===== src/rtl/fifo_uart_pkg.sv =====
// Shared types and constants for the FIFO-fed UART transmitter.
// FIFO_UART_TX_PARITY_EN adds the PARITY state to tx_state_t.
package fifo_uart_pkg;

    localparam int   DATA_BITS   = 8;
    localparam logic IDLE_LEVEL  = 1'b1;
    localparam logic START_LEVEL = 1'b0;

    typedef enum logic [2:0] {
        ST_IDLE    = 3'd0,
        ST_POP     = 3'd1,
        ST_CAPTURE = 3'd2,
        ST_START   = 3'd3,
        ST_DATA    = 3'd4,
`ifdef FIFO_UART_TX_PARITY_EN
        ST_PARITY  = 3'd5,
`endif
        ST_STOP    = 3'd6
    } tx_state_t;

endpackage


===== src/rtl/uart_baud_gen.sv =====
// Bit-period timer: bit_tick pulses on the last cycle of every CLKS_PER_BIT period.
// While clear is high the counter is held at zero and no tick is produced.
module uart_baud_gen #(
    parameter int CLKS_PER_BIT = 16
) (
    input  logic clock,
    input  logic reset_n,
    input  logic clear,
    output logic bit_tick
);

    localparam int CNT_W = (CLKS_PER_BIT > 1) ? $clog2(CLKS_PER_BIT) : 1;
    localparam logic [CNT_W-1:0] LAST = CNT_W'(CLKS_PER_BIT - 1);

    logic [CNT_W-1:0] cnt_d, cnt_q;

    always_comb begin
        // NOTE: a default assignment first keeps this block free of inferred latches.
        cnt_d = cnt_q;
        if (clear || (cnt_q == LAST)) begin
            cnt_d = '0;
        end else begin
            cnt_d = cnt_q + 1'b1;
        end
    end

    always_ff @(posedge clock or negedge reset_n) begin
        // NOTE: state registers use non-blocking assignments so every flop samples pre-edge values.
        if (!reset_n) begin
            cnt_q <= '0;
        end else begin
            cnt_q <= cnt_d;
        end
    end

    assign bit_tick = !clear && (cnt_q == LAST);

endmodule


===== src/rtl/fifo_uart_tx.sv =====
// FIFO consumer: pops one byte at a time and sends it as an 8N1/8N2 UART frame.
// Define FIFO_UART_TX_PARITY_EN to append an even-parity bit after the data bits.
module fifo_uart_tx
    import fifo_uart_pkg::*;
#(
    parameter int CLKS_PER_BIT = 16,
    parameter int STOP_BITS    = 1
) (
    input  logic       clock,
    input  logic       reset_n,
    input  logic       enable,
    input  logic       fifo_empty,
    output logic       fifo_read,
    input  logic [7:0] fifo_dataout,
    output logic       tx,
    output logic       busy
);

    localparam logic [2:0] LAST_DATA = 3'(DATA_BITS - 1);
    localparam logic [2:0] LAST_STOP = 3'(STOP_BITS - 1);

    tx_state_t             state_d, state_q;
    logic [2:0]            bit_cnt_d, bit_cnt_q;
    logic [DATA_BITS-1:0]  shift_d, shift_q;
    logic                  baud_clear;
    logic                  bit_tick;
`ifdef FIFO_UART_TX_PARITY_EN
    logic                  parity_d, parity_q;
`endif

    // The baud counter only runs once the line leaves idle, so START always gets a full period.
    assign baud_clear = (state_q == ST_IDLE) || (state_q == ST_POP) || (state_q == ST_CAPTURE);

    uart_baud_gen #(
        .CLKS_PER_BIT (CLKS_PER_BIT)
    ) u_baud (
        .clock    (clock),
        .reset_n  (reset_n),
        .clear    (baud_clear),
        .bit_tick (bit_tick)
    );

    always_comb begin
        state_d   = state_q;
        bit_cnt_d = bit_cnt_q;
        shift_d   = shift_q;
`ifdef FIFO_UART_TX_PARITY_EN
        parity_d  = parity_q;
`endif
        unique case (state_q)
            ST_IDLE: begin
                if (enable && !fifo_empty) state_d = ST_POP;
            end
            ST_POP: begin
                state_d = ST_CAPTURE;
            end
            ST_CAPTURE: begin
                shift_d   = fifo_dataout;
                bit_cnt_d = '0;
`ifdef FIFO_UART_TX_PARITY_EN
                parity_d  = ^fifo_dataout;
`endif
                state_d   = ST_START;
            end
            ST_START: begin
                if (bit_tick) state_d = ST_DATA;
            end
            ST_DATA: begin
                if (bit_tick) begin
                    shift_d = {1'b0, shift_q[DATA_BITS-1:1]};
                    if (bit_cnt_q == LAST_DATA) begin
                        bit_cnt_d = '0;
`ifdef FIFO_UART_TX_PARITY_EN
                        state_d   = ST_PARITY;
`else
                        state_d   = ST_STOP;
`endif
                    end else begin
                        bit_cnt_d = bit_cnt_q + 3'd1;
                    end
                end
            end
`ifdef FIFO_UART_TX_PARITY_EN
            ST_PARITY: begin
                if (bit_tick) state_d = ST_STOP;
            end
`endif
            ST_STOP: begin
                // bit_cnt is reused to count stop-bit periods.
                if (bit_tick) begin
                    if (bit_cnt_q == LAST_STOP) begin
                        bit_cnt_d = '0;
                        state_d   = ST_IDLE;
                    end else begin
                        bit_cnt_d = bit_cnt_q + 3'd1;
                    end
                end
            end
            default: begin
                state_d = ST_IDLE;
            end
        endcase
    end

    always_ff @(posedge clock or negedge reset_n) begin
        if (!reset_n) begin
            state_q   <= ST_IDLE;
            bit_cnt_q <= '0;
            shift_q   <= '0;
`ifdef FIFO_UART_TX_PARITY_EN
            parity_q  <= 1'b0;
`endif
        end else begin
            state_q   <= state_d;
            bit_cnt_q <= bit_cnt_d;
            shift_q   <= shift_d;
`ifdef FIFO_UART_TX_PARITY_EN
            parity_q  <= parity_d;
`endif
        end
    end

    // Outputs decode straight from flops, so an asynchronous reset forces the line high at once.
    always_comb begin
        tx = IDLE_LEVEL;
        unique case (state_q)
            ST_START:  tx = START_LEVEL;
            ST_DATA:   tx = shift_q[0];
`ifdef FIFO_UART_TX_PARITY_EN
            ST_PARITY: tx = parity_q;
`endif
            default:   tx = IDLE_LEVEL;
        endcase
    end

    assign fifo_read = (state_q == ST_POP);
    assign busy      = (state_q != ST_IDLE);

endmodule


===== config.mk =====
export PLATFORM = sky130hd
export DESIGN_NAME = fifo_uart_tx
export DESIGN_NICKNAME = d
export VERILOG_FILES = /design/src/rtl/fifo_uart_pkg.sv /design/src/rtl/uart_baud_gen.sv /design/src/rtl/fifo_uart_tx.sv
export SDC_FILE = /design/constraint.sdc
export NUM_CORES = 1
export LEC_CHECK = 0
export BUFFER_PORTS_ARGS = -buffer_cell sky130_fd_sc_hd__buf_4
export CAP_MARGIN = 15
export CORE_UTILIZATION = 59
export DETAILED_ROUTE_END_ITERATION = 7
export GPL_TIMING_DRIVEN = 0
export PLACE_DENSITY = 0.88
export RECOVER_POWER = 100
export SLEW_MARGIN = 20
export SYNTH_ARGS = -nofsm -noshare
export SYNTH_HDL_FRONTEND = slang
export SYNTH_SLANG_ARGS = --single-unit

===== constraint.sdc =====
create_clock -name clock -period 2.4 [get_ports clock]
set_input_delay 0.48 -clock clock [delete_from_list [all_inputs] [get_ports clock]]
set_output_delay 0.48 -clock clock [all_outputs]
set_load 0.05 [all_outputs]

### After elaboration in Yosys (flattened, before gate mapping)

Cells that the tools add are included.

* output and inout bits: 3
* logic and storage cells: 50
* flip-flop bits (word level): 18
* bits of input ports: 12

* mux-type cells: 16
* reduce and logical (&&, ||, !) cells: 15
* equality and inequality tests: 13
* add/sub/neg operators: 2

Operator list (count)
* $mux 3: 10
* $pmux 3 s6: 1
* $pmux 8 s2: 1
* $ne 2x2->1 const B: 5
* $eq 3x3->1 const B: 3
* $pmux 3 s3: 1
* $mux 8: 1
* $eq 3x2->1 const B: 2
* $logic_not 3->1: 2
* $reduce_and 6->1: 1
* $reduce_bool 3->1: 2
* $add 4x1->4 const B: 1
* $eq 4x4->1 const B: 1
* $mux 4: 1
* $add 3x1->3 const B: 1
* $eq 3x1->1 const B: 1
* $logic_or 1x1->1: 3
* $reduce_and 3->1: 1
* $logic_and 1x1->1: 2
* $logic_not 1->1: 2
* $ne 2x1->1 const B: 1
* $pmux 1 s2: 1
* $reduce_and 2->1: 1
* $reduce_bool 2->1: 1

### Depth between registers and ports, before layout

Gate-level depths: netlist of the first run.

* word-level depth: 7
* gate-level depth with buffers: 5

### Hierarchy

A second synthesis of the first run with hierarchy kept.

* cells, all modules: 100
* area total of the unflattened synthesis: 1074.8 sq um

By module, submodules not included
* fifo_uart_tx: cells each 85, area each 899.6 sq um, instances 1
* uart_baud_gen: cells each 15, area each 175.2 sq um, instances 1

### Worst setup path before layout of the first run

No wires, ideal clock.

* kind: flip-flop to output port
* from: register state_q[1]
* to: output tx
* data arrival time: 1.522 ns
* path slack: 0.398 ns
* data required time: 1.920 ns
* stages on the path, launching flop included: 5
* cells stage by stage: dfrtp_1 buf_6 nand2b_2 inv_1 a22oi_1

* cells in the longest elaborated chain, start to end: 2

Ends and longest elaborated chain
* start, declared: line fifo_uart_tx.sv:22 `tx_state_t state_d, state_q;`
* start signal, assigned: line fifo_uart_tx.sv:114 `state_q <= state_d;`
* $eq 3x3->1 / $eq 3x2->1 (equally long branches): line fifo_uart_tx.sv:126 `unique case (state_q)`
* $pmux 1 s2 (*): line fifo_uart_tx.sv:126
* end, declared: line fifo_uart_tx.sv:15 `output logic tx,`

Every way passes the cells marked *; elsewhere a longest branch is shown, timed or not.

### Worst setup path in the final report of the first run

* from: register state_q[0]
* to: output fifo_read

* cells in the longest elaborated chain, start to end: 1

Ends and longest elaborated chain
* $eq 3x1->1: line fifo_uart_tx.sv:136 `assign fifo_read = (state_q == ST_POP);`
* end, declared: line fifo_uart_tx.sv:13 `output logic fifo_read,`

No other way between the ends.

==> qor.csv, run 1 <==
stage;metric;value;unit
route;antenna-violating nets left;0;
clock_network;CTS max path bufs;2;
place;number of buffers inserted by port buffering;14;
synthesis;cell taking the most area after synthesis;dfrtp_1;
route;final routed wirelength across all metal layers;1.98;mm
synthesis;net count after synthesis;110;
critical_path;data required time of the critical path;1920;ps
finish;area delta synth->final;13.1;%
timing;final critical-path required period;2120;ps
timing;Least-Margin Pin Slew;950;ps
critical_path;worst path arrival time;1640;ps
synthesis;most common library cells after synthesis;dfrtp_1 (18), mux2_2 (13), inv_1 (10);
timing;max_slew headroom;0.366;
timing;fin crit share;0.884;
die;height of the die;43.8;um
timing;Max Slew Vio Count;0;
synthesis;post-synthesis sequential element count;18;
clock_network;number of buffers created by CTS;3;
clock_network;post_cts resized;0;
clock_network;TritonCTS clock tree;yes;
route;routed via count;752;
clock_network;Clock Pin Slew Worst Setup and Hold Paths;110;ps
finish;ratio of cells with drive above 1 in the final layout;0.313;
clock_network;setup bufs post-CTS;0;
finish;Antenna diodes;0;
place;final estimated routing congestion in global placement;0.779;
synthesis;post-synthesis cell count;94;
critical_path;category of the worst setup path launch point;flop;
route;DRC violations left;0;
timing;Layout Skew;5.46;ps
power;proportion of power drawn by combinational gates;0.422;
global_routing;total gr overflow;0;
job;max-cap violation count;0;
synthesis;top cells by area in the synthesized netlist;dfrtp_1 (44%), mux2_2 (14%), ha_1 (4.8%), inv_1 (3.6%), mux2i_1 (2.9%);
power;switching power as a share of total power;0.391;
synthesis;most frequent cell after synthesis;dfrtp_1;
clock_network;clock net sink count;18;
power;Seq pwr share;0.421;
route;violation count after the first detailed-routing iteration;11;
run_status;result of the run;complete, no violations;
power;worst ir drop on vdd;0.945;mV
timing;RSZ-0062 raised after global routing;no;
power;power spent charging and discharging nets;0.486;mW
synthesis;number of unique standard cell types used by synthesis;35;
die;row count;14;
route;number of iterations in the first detailed-routing pass;4;
critical_path;endpoint type of the worst setup path;output port;
global_routing;number of antenna violations at the first check in global routing;0;
route;Avg Vias per Cell;5.88;
timing;Peak Freq;472;MHz
critical_path;highest net fanout along the worst path;10;
clock_network;total of hold buffers inserted after clock tree synthesis;0;
synthesis;warnings from Yosys;0;
die;starting density of the core;0.655;
timing;total negative slack for setup checks;0;ps
power;P per Cell Area;1060;nW/um^2
route;WL per Instance;15.5;um
synthesis;post-synthesis instance area;1030;um^2
critical_path;classification of the worst setup path;flop to output port;
synthesis;portion of the post-synthesis area used by sequential elements;0.436;
synthesis;area share of the leading cell type in the synthesized netlist;0.436;
global_routing;largest net degree at the start of global routing;19;
power;leakage component of the power;0.553;nW
timing;number of endpoints failing setup at the final stage;0;
timing;number of hold violations in the final report;0;
global_routing;number of global-route vias before repair;731;
clock_network;latest clock arrival within the worst-skew pair;300;ps
global_routing;wire length of the first global-routing pass;3.30;mm
die;DIE AREA;1920;um^2
synthesis;share of async-settable or async-resettable flops after synthesis;1.00;
die;core area;1580;um^2
synthesis;syn avg cell area;11.0;um^2
finish;final standard cell utilization of the core;0.740;
min_path;Worst Hold Class;input pin to asynchronous set/reset pin;
die;Die W;43.8;um
finish;nets;129;
synthesis;count of flip-flops with a built-in enable after synthesis;0;
place;final HPWL from detailed placement;1.50;mm
power;Internal Pwr Total;0.756;mW
global_routing;aggregate global-route resource usage;0.238;
synthesis;Main synth FF type;dfrtp_1;
die;number of primary I/O pins;15;
clock_network;number of levels in the clock H-tree;1;
clock_network;buffer cell driving the clock tree root;clkbuf_4;
power;portion of total power attributed to the clock network;0.157;
-- per-layer routing --
layer  global-route usage  up-vias  wire length [um]
met2                0.385       18               989
met1                0.313      365               891
met4                0.106        0                29
met5                    0        -                 0
li1                     -      365                 -
met3               0.0417        4                69
-- logic make-up after synthesis --
family          count (synthesis)  share of synthesized area
buf+inv                        13                     0.0618
mux                            16                      0.171
compound gates                 17                      0.127
fa+ha+maj                       4                     0.0485
simple gates                   24                      0.138
xor+xnor                        2                     0.0170
flops                          18                      0.436
-- state kept, by name, summed over array words and instances (netlist names) --
name,cells
shift_q,8
u_baud.cnt_q,4
bit_cnt_q,3
state_q,3
-- final timing paths --
kind                            startpoint               to  slack (ps)  cells after the start
min in group clock         fifo_dataout[7]       shift_q[7]         450                      3
min                                reset_n       state_q[0]         290                      1
min reg2reg                u_baud.cnt_q[0]  u_baud.cnt_q[0]         470                      1
max                             state_q[0]        fifo_read         280                      3
max reg2reg                u_baud.cnt_q[0]       shift_q[5]         320                      4
max in group asynchronous          reset_n       shift_q[4]        1530                      1
-- power by group through the flow --
stage               logic (mW)  clock network [mW]  registers [mW]
finish                   0.525               0.195           0.523
global route             0.579               0.207           0.539
CTS                      0.554               0.195           0.527
detailed placement       0.551                   0           0.534
global placement         0.529                   0           0.518
floorplan                0.436                   0           0.501
-- critical path, cell delays in order (launching register included) --
cell      delay (ps)
dfrtp_1          510
clkbuf_1         370
and2_1           190
clkbuf_2         270
-- layout by cell type, fill, tap and decap left out, types with 2 or more instances in the layout --
cell type and count:
mux2i_1 3, nand3_1 2, dfrtp_1 18, clkbuf_1 2, a21oi_1 3, clkbuf_4 3, nand4_1 2, o21ai_0 3
mux2_2 13, inv_1 10, nand2b_1 3, buf_4 12, o22ai_1 2, ha_1 4, nor2_1 8, clkbuf_2 2
-- metrics by stage --
| step | total power, mW | cell area, um^2 | hold slack, ps | std cells | worst slack, ps |
|---|---|---|---|---|---|
| 3_3_place_gp | 1.05 | 1160 | 359 | 124 | 632 |
| 6_report | 1.24 | 1170 | 286 | 128 | 279 |
| 4_1_cts | 1.28 | 1190 | 28.8 | 128 | 290 |
| 2_1_floorplan | 0.937 | 1030 | 184 | 94 | 398 |
| 5_1_grt | 1.32 | 1170 | 378 | 128 | 204 |
| 3_5_place_dp | 1.09 | 1160 | 361 | 124 | 637 |
-- layout make-up --
type / count / area, um^2
buffer: 3 / 22.5
timing repair buffer: 14 / 96.3
multi-input combinational: 63 / 504
inverter: 10 / 37.5
sequential: 18 / 450
tap: 16 / 20.0
clock buffer: 4 / 36.3
fill: 106 / 409
No activity file was read; power rests on OpenSTA's default activity.
==> run 2, diff against run 1 <==
--- a/config.mk
+++ b/config.mk
@@ -7,11 +7,13 @@
 export LEC_CHECK = 0
 export BUFFER_PORTS_ARGS = -buffer_cell sky130_fd_sc_hd__buf_4
 export CAP_MARGIN = 15
-export CORE_UTILIZATION = 59
+export CORE_UTILIZATION = 50
 export DETAILED_ROUTE_END_ITERATION = 7
 export GPL_TIMING_DRIVEN = 0
-export PLACE_DENSITY = 0.88
+export PLACE_DENSITY = 0.77
 export RECOVER_POWER = 100
+export REMOVE_ABC_BUFFERS = 1
+export SKIP_CTS_REPAIR_TIMING = 1
 export SLEW_MARGIN = 20
 export SYNTH_ARGS = -nofsm -noshare
 export SYNTH_HDL_FRONTEND = slang
==> run 2 against run 1 <==
Against the previous run:
- core utilization decreased by 14 points
- register-to-register slack improved by 20 ps
- clock power decreased by 4%
- largest power group is now registers
==> qor.csv, run 2 (same netlist as run 1, synthesis figures left out) <==
stage;metric;value;unit;change
power;proportion of power drawn by combinational gates;0.386;;-0.036
critical_path;depth of the most critical reg-to-reg path;3;;-1
critical_path;endpoint type of the worst setup path;output port;;
global_routing;wire length of the first global-routing pass;2.85;mm;-14%
route;detailed-routed wire length on met2;969;um;-2.0%
finish;highest-count cells in the layout ignoring fill and taps;dfrtp_1 (18), mux2_2 (13), buf_4 (11), inv_1 (10), nor2_1 (8);;
route;violation count after the first detailed-routing iteration;6;;-5
place;final HPWL from detailed placement;1.38;mm;-7.8%
place;final estimated routing congestion in global placement;0.697;;-11%
finish;FILL cells;177;;+67%
die;number of primary I/O pins;15;;unchanged
critical_path;category of the worst setup path launch point;flop;;
run_status;result of the run;complete, no violations;;
power;Internal Pwr Total;0.731;mW;-3.3%
global_routing;total gr overflow;0;;unchanged
power;worst ir drop on vdd;0.798;mV;-16%
critical_path;worst path bufs/invs;1;;-1
finish;Antenna diodes;0;;unchanged
timing;max_slew headroom;0.334;;-0.0328
clock_network;buffer cell driving the clock tree root;clkbuf_4;;
route;DRC violations left;0;;unchanged
power;leakage component of the power;0.537;nW;-2.9%
timing;Max Slew Vio Count;0;;unchanged
critical_path;r2r setup slk;340;ps;+20 ps
route;final routed wirelength across all metal layers;1.92;mm;-2.8%
power;Seq pwr share;0.457;;+0.036
critical_path;worst reg2reg path startpoint;state_q[0];;
finish;area used by multi-input combinational logic;504;um^2;unchanged
timing;Final WS setup;163;ps;-116 ps
critical_path;chain of cells forming the critical path;nor3b_4, a22oi_1, clkbuf_2;;
finish;nets;126;;-2.3%
die;starting density of the core;0.532;;-0.123
place;worst slack, placed;532;ps;-105 ps
finish;biggest regs;shift_q: 8 flops, u_baud.cnt_q: 4 flops;;
finish;total area of sequential cells;450;um^2;unchanged
finish;number of flip-flops under the largest register name;8;;unchanged
finish;area delta synth->final;12.1;%;
power;power spent charging and discharging nets;0.468;mW;-3.8%
timing;final hold slack;321;ps;+34.4 ps
critical_path;Slowest Stage Delay on Critical Path;570;ps;+60 ps
place;number of buffers inserted by port buffering;14;;unchanged
power;switching power as a share of total power;0.390;;-0.00137
finish;register bank with the most flops;shift_q;;
global_routing;largest net degree at the start of global routing;19;;unchanged
timing;Least-Margin Pin Slew;1000;ps;+49.2 ps
timing;number of endpoints failing setup at the final stage;0;;unchanged
finish;commonest non-fill, non-tap cell in the layout;dfrtp_1;;
clock_network;clock net sink count;18;;unchanged
global_routing;number of antenna violations at the first check in global routing;0;;unchanged
critical_path;worst r2r dst;shift_q[4];;
clock_network;latest clock arrival within the worst-skew pair;290;ps;about the same
job;max-cap violation count;0;;unchanged
min_path;Worst Hold Class;input pin to asynchronous set/reset pin;;
timing;fin crit share;0.932;;+0.0484
route;number of iterations in the first detailed-routing pass;4;;unchanged
timing;Layout Skew;1.53;ps;-3.93 ps
clock_network;number of levels in the clock H-tree;1;;unchanged
clock_network;TritonCTS clock tree;yes;;
critical_path;data required time of the critical path;1920;ps;about the same
route;routed via count;749;;-0.40%
global_routing;number of global-route vias before repair;628;;-14%
die;core area;1940;um^2;+23%
finish;ratio of cells with drive above 1 in the final layout;0.294;;-0.0189
die;Die W;47.4;um;+8.2%
finish;final standard cell utilization of the core;0.596;;-0.144
critical_path;classification of the worst setup path;flop to output port;;
critical_path;Top Family by Delay on Critical Path;flip-flops;;
route;met3 wire length;58;um;-16%
timing;final critical-path required period;2240;ps;+116 ps
timing;Peak Freq;447;MHz;-5.2%
critical_path;Worst path slowest cell;dfrtp_1;;
clock_network;Clock Pin Slew Worst Setup and Hold Paths;110;ps;about the same
power;P per Cell Area;1040;nW/um^2;-2.7%
clock_network;number of buffers created by CTS;3;;unchanged
route;WL met1;885;um;-0.67%
critical_path;worst path arrival time;1760;ps;+120 ps
die;DIE AREA;2250;um^2;+17%
route;WL per Instance;14.1;um;-8.5%
timing;total negative slack for setup checks;0;ps;unchanged
global_routing;aggregate global-route resource usage;0.186;;-0.0521
critical_path;highest net fanout along the worst path;15;;+5
timing;RSZ-0062 raised after global routing;no;;
route;antenna-violating nets left;0;;unchanged
power;portion of total power attributed to the clock network;0.157;;about the same
critical_path;worst setup path startpoint;state_q[0];;
route;uppermost routed layer;met4;;
die;height of the die;47.4;um;+8.2%
die;row count;16;;+2
route;Avg Vias per Cell;5.51;;-6.3%
timing;number of hold violations in the final report;0;;unchanged
clock_network;CTS max path bufs;2;;unchanged
## run 2: cell type report
| class | count | area share |
|---|---|---|
| inverters | 10 | 0.0324 |
| repair buffers | 14 | 0.0822 |
| flip-flops and latches | 18 | 0.389 |
| multi-input cells | 63 | 0.436 |
| well taps | 27 | 0.0292 |
| clock buffers | 4 | 0.0314 |
## run 2: power by group through the flow
stage / Sequential (mW) / Combinational [mW] / Clock (mW)
6_report: 0.548 / 0.463 / 0.188
4_1_cts: 0.549 / 0.492 / 0.190
3_5_place_dp: 0.556 / 0.490 / 0
5_1_grt: 0.565 / 0.509 / 0.205
3_3_place_gp: 0.546 / 0.472 / 0
2_1_floorplan: 0.523 / 0.388 / 0
## run 2: stage by stage
stage          cells  area [um^2]  power (mW)
2_1_floorplan     91         1010       0.912
3_5_place_dp     132         1140        1.05
3_3_place_gp     132         1140        1.02
5_1_grt          136         1160        1.28
6_report         136         1160        1.20
4_1_cts          136         1180        1.23
## run 2: how the worst max path moves through the flow
stage          cells past startpoint  to
2_1_floorplan                      3  tx
3_3_place_gp                       3  tx
3_5_place_dp                       3  tx
4_1_cts                            3  tx
5_1_grt                            3  tx
6_report                           3  tx
## run 2: routing by layer
layer | up-vias | track usage
met2 | 10 | 0.326
met1 | 373 | 0.234
met4 | 0 | 0.0343
met5 | - | 0
met3 | 2 | 0.0453
li1 | 364 | -
